[src/rtl/packet_capture.sv]
// Receive-side packet reassembly: collects NBYTES UART bytes (first byte -> LSBs)
// into a holding register with a valid/ack handshake and an inter-byte timeout.
module packet_capture #(
  parameter int NBYTES      = 22,
  parameter int TIMEOUT_CYC = 50000,
  parameter int TW          = 16
) (
  input  logic                clk,
  input  logic                rst,
  input  logic                rx_valid,
  input  logic [7:0]          rx_data,
  input  logic                rx_error,
  output logic [8*NBYTES-1:0] pkt_data,
  output logic                pkt_valid,
  input  logic                pkt_ack,
  output logic                overrun,
  output logic                timeout,
  output logic                frame_err,
  output logic [4:0]          byte_idx
);

  localparam int              PW       = 8 * NBYTES;
  localparam int              IW       = (PW > 8) ? $clog2(PW) : 3;
  localparam logic [4:0]      LAST_IDX = 5'(NBYTES - 1);
  localparam logic [TW-1:0]   TO_LAST  = TW'(TIMEOUT_CYC - 1);

  typedef enum logic {IDLE, COLLECT} state_t;

  state_t          state;
  logic [TW-1:0]   timer;
  logic [PW-1:0]   buffer;
  logic [PW-1:0]   next_buf;
  logic [IW-1:0]   slot;
  logic            accept;
  logic            last;

  // An error strobe always wins over a simultaneous byte.
  assign accept = rx_valid && !rx_error;
  // byte_idx is 0 in IDLE, so NBYTES=1 completes straight from IDLE.
  assign last   = accept && (byte_idx == LAST_IDX);
  assign slot   = IW'({byte_idx, 3'b000});

  always_comb begin
    next_buf             = buffer;
    next_buf[slot +: 8]  = rx_data;
  end

  always_ff @(posedge clk or negedge rst) begin
    if (!rst) begin
      state     <= IDLE;
      byte_idx  <= 5'd0;
      timer     <= '0;
      buffer    <= '0;
      pkt_data  <= '0;
      pkt_valid <= 1'b0;
      overrun   <= 1'b0;
      timeout   <= 1'b0;
      frame_err <= 1'b0;
    end else begin
      overrun   <= 1'b0;
      timeout   <= 1'b0;
      frame_err <= 1'b0;

      if (pkt_valid && pkt_ack)
        pkt_valid <= 1'b0;

      // Completion overrides a same-cycle ack; without an ack it is an overrun.
      if (last) begin
        pkt_data  <= next_buf;
        pkt_valid <= 1'b1;
        overrun   <= pkt_valid && !pkt_ack;
      end

      if (accept)
        buffer <= next_buf;

      case (state)
        IDLE: begin
          timer <= '0;
          if (accept) begin
            if (last) begin
              byte_idx <= 5'd0;
            end else begin
              byte_idx <= 5'd1;
              state    <= COLLECT;
            end
          end
        end
        COLLECT: begin
          if (rx_error) begin
            byte_idx  <= 5'd0;
            timer     <= '0;
            frame_err <= 1'b1;
            state     <= IDLE;
          end else if (rx_valid) begin
            timer <= '0;
            if (last) begin
              byte_idx <= 5'd0;
              state    <= IDLE;
            end else begin
              byte_idx <= byte_idx + 5'd1;
            end
          end else if (timer == TO_LAST) begin
            timer    <= '0;
            byte_idx <= 5'd0;
            timeout  <= 1'b1;
            state    <= IDLE;
          end else begin
            timer <= timer + 1'b1;
          end
        end
        default: state <= IDLE;
      endcase
    end
  end

endmodule
[config.mk]
export PLATFORM = sky130hd
export DESIGN_NAME = packet_capture
export DESIGN_NICKNAME = d
export VERILOG_FILES = /design/src/rtl/packet_capture.sv
export SDC_FILE = /design/constraint.sdc
export NUM_CORES = 1
export LEC_CHECK = 0
export ABC_AREA = 1
export BUFFER_PORTS_ARGS = -buffer_cell sky130_fd_sc_hd__clkbuf_2
export CAP_MARGIN = 20
export CORE_ASPECT_RATIO = 0.5
export CORE_MARGIN = 5
export CORE_UTILIZATION = 50
export CTS_CLUSTER_SIZE = 16
export DETAILED_ROUTE_END_ITERATION = 7
export HOLD_SLACK_MARGIN = 0.12
export PLACE_DENSITY_LB_ADDON = 0.1
export SYNTH_ARGS = -nofsm -noshare
export SYNTH_HDL_FRONTEND = slang
export SYNTH_SLANG_ARGS = --single-unit
export TNS_END_PERCENT = 50
[constraint.sdc]
create_clock -name clk -period 2.56 [get_ports clk]
set_clock_uncertainty 0.2 [all_clocks]
set_input_delay 0.128 -clock clk [delete_from_list [all_inputs] [get_ports clk]]
set_output_delay 0.128 -clock clk [all_outputs]
set_load 0.05 [all_outputs]
## Word level (Yosys, flattened, before mapping)

Index checks and enable logic that the tools add are counted.

- Add/subtract/negate cells: 3
- Equal/unequal tests: 4
- Shift operators: 2
- Muxes and demuxes: 27
- Bitwise gates (word level): 1
- Reductions and logical operators: 8

Operators with widths:

| operator | number |
|---|---|
| $bwmux 176 | 1 |
| $shift 8x10->176 const A | 1 |
| $shiftx 8x10->176 | 1 |
| $mux 16 | 3 |
| $pmux 16 s2 | 1 |
| $mux 5 | 5 |
| $add 16x1->16 const B | 1 |
| $eq 16x16->1 const B | 1 |
| $mux 1 | 15 |
| $neg 8->10 | 1 |
| $pmux 5 s2 | 1 |
| $add 5x1->5 const B | 1 |
| $eq 5x5->1 const B | 1 |
| $logic_and 1x1->1 | 4 |
| $ne 4x3->1 const B | 1 |
| $logic_not 1->1 | 2 |
| $ne 2x2->1 const B | 1 |
| $pmux 1 s2 | 1 |
| $reduce_and 2->1 | 1 |
| $reduce_bool 2->1 | 1 |
| $not 1->1 | 1 |

- Flip-flop bits (word level): 378
- Bits of input ports: 13
- Output and inout bits: 185
- Logic and storage cells: 54

## Longest topological paths before layout

- Depth after elaboration: 7
- Depth in mapped cells: 14
- Gate-level depth less buffers: 12

## Least setup slack after synthesis

Ideal clock, no wire load.

- Path kind: reg-to-reg
- From: register byte_idx[0]
- To: register buffer[172]
- Arrival: 2.253 ns
- Required time: 2.228 ns
- Slack: -0.025 ns
- Cell stages (with the launch flop): 14
- Path buffers: 3
- Period minus slack after synthesis: 2.585 ns
- Path through: dfrtp_1 > buf_2 > inv_2 > ha_1 > inv_1 > nand2_1 > nand2_2 > buf_6 > nand2_2 > nor2_2 > buf_4 > nand3_1 > nand3_1 > o21ai_0

- Cells in the longest elaborated chain, start to end: 3
- Elaborated cells between the ends (all ways): 4
- Classes of those cells: add/sub: 1; shift: 2; mux: 1

RTL lines:

| what | RTL line | source |
|---|---|---|
| from (decl) | 19 | `output logic [4:0] byte_idx` |
| from (signal assigned) | 101 | `byte_idx <= byte_idx + 5'd1;` |
| $neg 8->10 * | 45 | `next_buf[slot +: 8] = rx_data;` |
| $shiftx 8x10->176 or $shift 8x10->176 (tied branches) | 45 |  |
| $bwmux 176 * | 45 |  |
| to (signal assigned) | 75 | `buffer <= next_buf;` |
| to (decl) | 31 | `logic [PW-1:0] buffer;` |

Every way passes the cells marked *; elsewhere a longest branch is shown, timed or not.
A chain may end at the register's enable or synchronous reset.

## Final worst setup path

- From: register byte_idx[0]
- To: register buffer[146]

The elaborated chain is that of the path after synthesis.

==> metrics.txt <==
Site Rows=48; distinct cell type count of the synthesized netlist=30; initial antenna violation count=0; worst reg-to-reg setup slack=0.02 ns; number of failing hold endpoints at the final stage=0; power density over the cells=785.1 mW/mm^2; net total in the final layout=2490; type of the setup path with the least slack=reg -> reg; routed len/inst=17.50 um; fraction of final layout cells with drive strength greater than 1=15.45%; CTS root buf=sky130_fd_sc_hd__clkbuf_16; deepest level of the CTS H-tree=2; count of mapped cells out of synthesis=2267; met2 GRT Util=40.68%; floorplan die area=0.03977 mm^2; Synthesized Nets=2286; DPL Wire Length=35.17 mm; First-pass DRT Iterations=5; total number of vias=15.96k; # diodes=0; area growth from synthesis to layout=18.06%; switching fraction of total power=32.05%; Final Power=16530 uW; maximum count of clock buffers along a single path=3; GR Overflow Total=0; max-capacitance violation count=0; global routing usage on met3=5.617%; count of placed standard cells in the final layout, fillers left out=2974; antenna violation net count after detailed routing=0; first-pass GRT wire length=83.30 mm; kind of path behind the tightest hold check=in -> reg; gr busiest metal=met2; post-layout utilization of the core=60.43%; start of the worst register-to-register path=byte_idx[0]$_DFFE_PN0P_; vertical extent of the die=143.5 um; met1 usage in global routing=37.69%; Fin Setup TNS=0 ns; vias in the first global route=15.06k; total instance count after detailed placement=2884; synthesized cell area=0.01783 mm^2; worst slew pin tran=0.7371 ns; final critical-path required period=2.543 ns; clock-pin slew on the worst setup and hold paths=0.06 ns; Core Area=0.03483 mm^2; GRT Util Overall=26.18%; leading cell types in the layout, fill and taps excluded=sky130_fd_sc_hd__nand2_1 (745), sky130_fd_sc_hd__nand3_1 (545), sky130_fd_sc_hd__dfrtp_1 (377); destination of the critical timing path=buffer[146]$_DFFE_PN0P_; worst slew margin relative to its limit=50.86%; final weighted congestion of routability-driven global placement=0.9105; IO buf count=197; status=finished clean; Skew-Pair Late Insertion Delay=0.54 ns; kind of start point of the critical path=flip-flop; Reg2Reg Capture Point=buffer[146]$_DFFE_PN0P_; yosys synthesis warning count=0; Total Routed Length=52.04 mm; crit share post-route=99.35%; setup-violating endpoint count in the final report=0; drt via density=5.366; biggest fanout along the worst timing path=8; CP required=2.81 ns; Combinational Power Share=22.3%; largest net degree at the start of global routing=166; critical path startpoint=byte_idx[0]$_DFFE_PN0P_; TritonCTS clock tree=done; RSZ-0062 raised after global routing=yes; maximum achievable frequency=393.2 MHz; ports placed on the boundary=198; clock share of power=34.2%; sequential fraction of the synthesis area=53.05%; register area=0.009460 mm^2; sequential share of power=43.5%; clock sink total=378; initial cell density of the core=51.19%; net switching component of the power=5296 uW; area of the multi-input gates=0.006970 mm^2; static leakage=0.01164 uW; internal power contribution=11230 uW; DRC violation total after the first TritonRoute iteration=1803; floorplan die width=277.1 um; logic depth of the worst register-to-register path=8; CTS buffer count=36; crit path DAT=2.79 ns; Synth Register Bits=378; peak supply drop=0.3872 mV; Syn Area/Cell=7.865 um^2; Pins Over Slew Limit=0; kind of capture point of the worst setup path=flip-flop; commonest non-fill, non-tap cell in the layout=sky130_fd_sc_hd__nand2_1; remaining design rule violation count=0; fillers=3133
## layout make-up
cell class	count	area share (%)
Clock buffer	53	5.118
Inverter	240	4.303
Tap cell	475	2.823
Timing Repair Buffer	277	8.934
Sequential cell	378	44.94
Multi-Input combinational cell	1538	33.11
Clock inverter	13	0.7668
## stage by stage
| step | cell area (um^2) | setup WS [ns] | hold slack [ns] |
|---|---|---|---|
| 2_1_floorplan | 17830 | 0.07199 | -0.3676 |
| 3_3_place_gp | 19480 | 0.1038 | -0.06177 |
| 3_5_place_dp | 19480 | 0.05393 | -0.06445 |
| 4_1_cts | 20900 | 0.02153 | 0.2243 |
| 5_1_grt | 21050 | -0.1016 | 0.2501 |
| 6_report | 21050 | 0.01657 | 0.2355 |
## layer usage
metal	up-vias	routed length (um)
met5	-	0
met4	0	1444
met3	120	3947
met2	517	23330
met1	7616	23320
li1	7706	-
## what timing repair did
item	in CTS	in global routing
endpoints found under the hold margin	492	0
hold buffers	16	0
gates resized for setup	0	23
endpoints found under the setup margin	0	214
buffers inserted	0	8
## sequential cells by signal, indices dropped and copies added (netlist names)
register / count
buffer: 176
byte_idx: 5
frame_err: 1
overrun: 1
pkt_data: 176
pkt_valid: 1
state: 1
timeout: 1
timer: 16
## worst min-delay path by stage
stage	end	startpoint	slack, ns	cells after the start
2_1_floorplan	buffer[0]$_DFFE_PN0P_	rst	-0.37	0
3_3_place_gp	buffer[37]$_DFFE_PN0P_	rst	-0.06	1
3_5_place_dp	buffer[36]$_DFFE_PN0P_	rst	-0.06	1
4_1_cts	frame_err$_DFF_PN0_	rx_error	0.22	4
5_1_grt	frame_err$_DFF_PN0_	rx_error	0.25	4
6_report	frame_err$_DFF_PN0_	rx_error	0.24	4
## kinds of logic after synthesis
family                     count (synthesis)  synth area share, %
AOI/OAI and AO/OA                        112                3.158
xor gates and xnor gates                   6               0.2947
DFF                                      378                53.05
and+or+nand+nor                         1414                34.86
buffers and inverters                    351                8.218
adders and majority gates                  6               0.4210
## power groups by stage
| stage | registers (uW) | logic, uW | clock network, uW |
|---|---|---|---|
| 6_report | 7200 | 3680 | 5650 |
| 5_1_grt | 7290 | 4180 | 6000 |
| 4_1_cts | 7190 | 3570 | 5740 |
| 3_5_place_dp | 7300 | 3510 | 0 |
| 3_3_place_gp | 7260 | 3430 | 0 |
| 2_1_floorplan | 7250 | 2570 | 0 |
## Yosys cell counts
cell type                  instances  area, um^2
sky130_fd_sc_hd__nand3_2           9       90.09
sky130_fd_sc_hd__nand3b_1          1       7.510
sky130_fd_sc_hd__clkbuf_1         49       183.9
sky130_fd_sc_hd__nor4_1            1       6.260
sky130_fd_sc_hd__o21ai_0          98       490.5
sky130_fd_sc_hd__nor3_1           11       55.05
sky130_fd_sc_hd__clkinv_1          4       15.01
sky130_fd_sc_hd__nand2_4           1       11.26
sky130_fd_sc_hd__inv_2            12       45.04
sky130_fd_sc_hd__nor3b_1           2       15.01
sky130_fd_sc_hd__nand4_1          14       87.58
sky130_fd_sc_hd__inv_1           224       840.8
sky130_fd_sc_hd__buf_1             5       18.77
sky130_fd_sc_hd__buf_2            34       170.2
sky130_fd_sc_hd__o21ai_1          11       55.05
sky130_fd_sc_hd__nand2_2           8       50.05
sky130_fd_sc_hd__or2_2             2       12.51
sky130_fd_sc_hd__nor2_4            6       67.56
sky130_fd_sc_hd__nor2_1           45       168.9
sky130_fd_sc_hd__nor2_2            9       56.30
sky130_fd_sc_hd__buf_6             5       56.30
sky130_fd_sc_hd__ha_1              6       75.07
sky130_fd_sc_hd__dfrtp_1         378        9459
sky130_fd_sc_hd__nand2_1         755        2834
sky130_fd_sc_hd__o211ai_1          1       7.510
sky130_fd_sc_hd__nand3_1         550        2753
sky130_fd_sc_hd__a21oi_1           2       10.01
sky130_fd_sc_hd__xor2_1            5       43.79
sky130_fd_sc_hd__xnor2_1           1       8.760
sky130_fd_sc_hd__buf_4            18       135.1
## critical path, cell delays in order (launching register included)
cell and delay, ns:
sky130_fd_sc_hd__dfrtp_2 0.36, sky130_fd_sc_hd__inv_2 0.06, sky130_fd_sc_hd__ha_2 0.35, sky130_fd_sc_hd__inv_1 0.07
sky130_fd_sc_hd__nor2_2 0.34, sky130_fd_sc_hd__nand3_1 0.54, sky130_fd_sc_hd__nand3_1 0.32, sky130_fd_sc_hd__nand3_1 0.09
sky130_fd_sc_hd__o21ai_0 0.10
(Power assumes the default switching activity.)
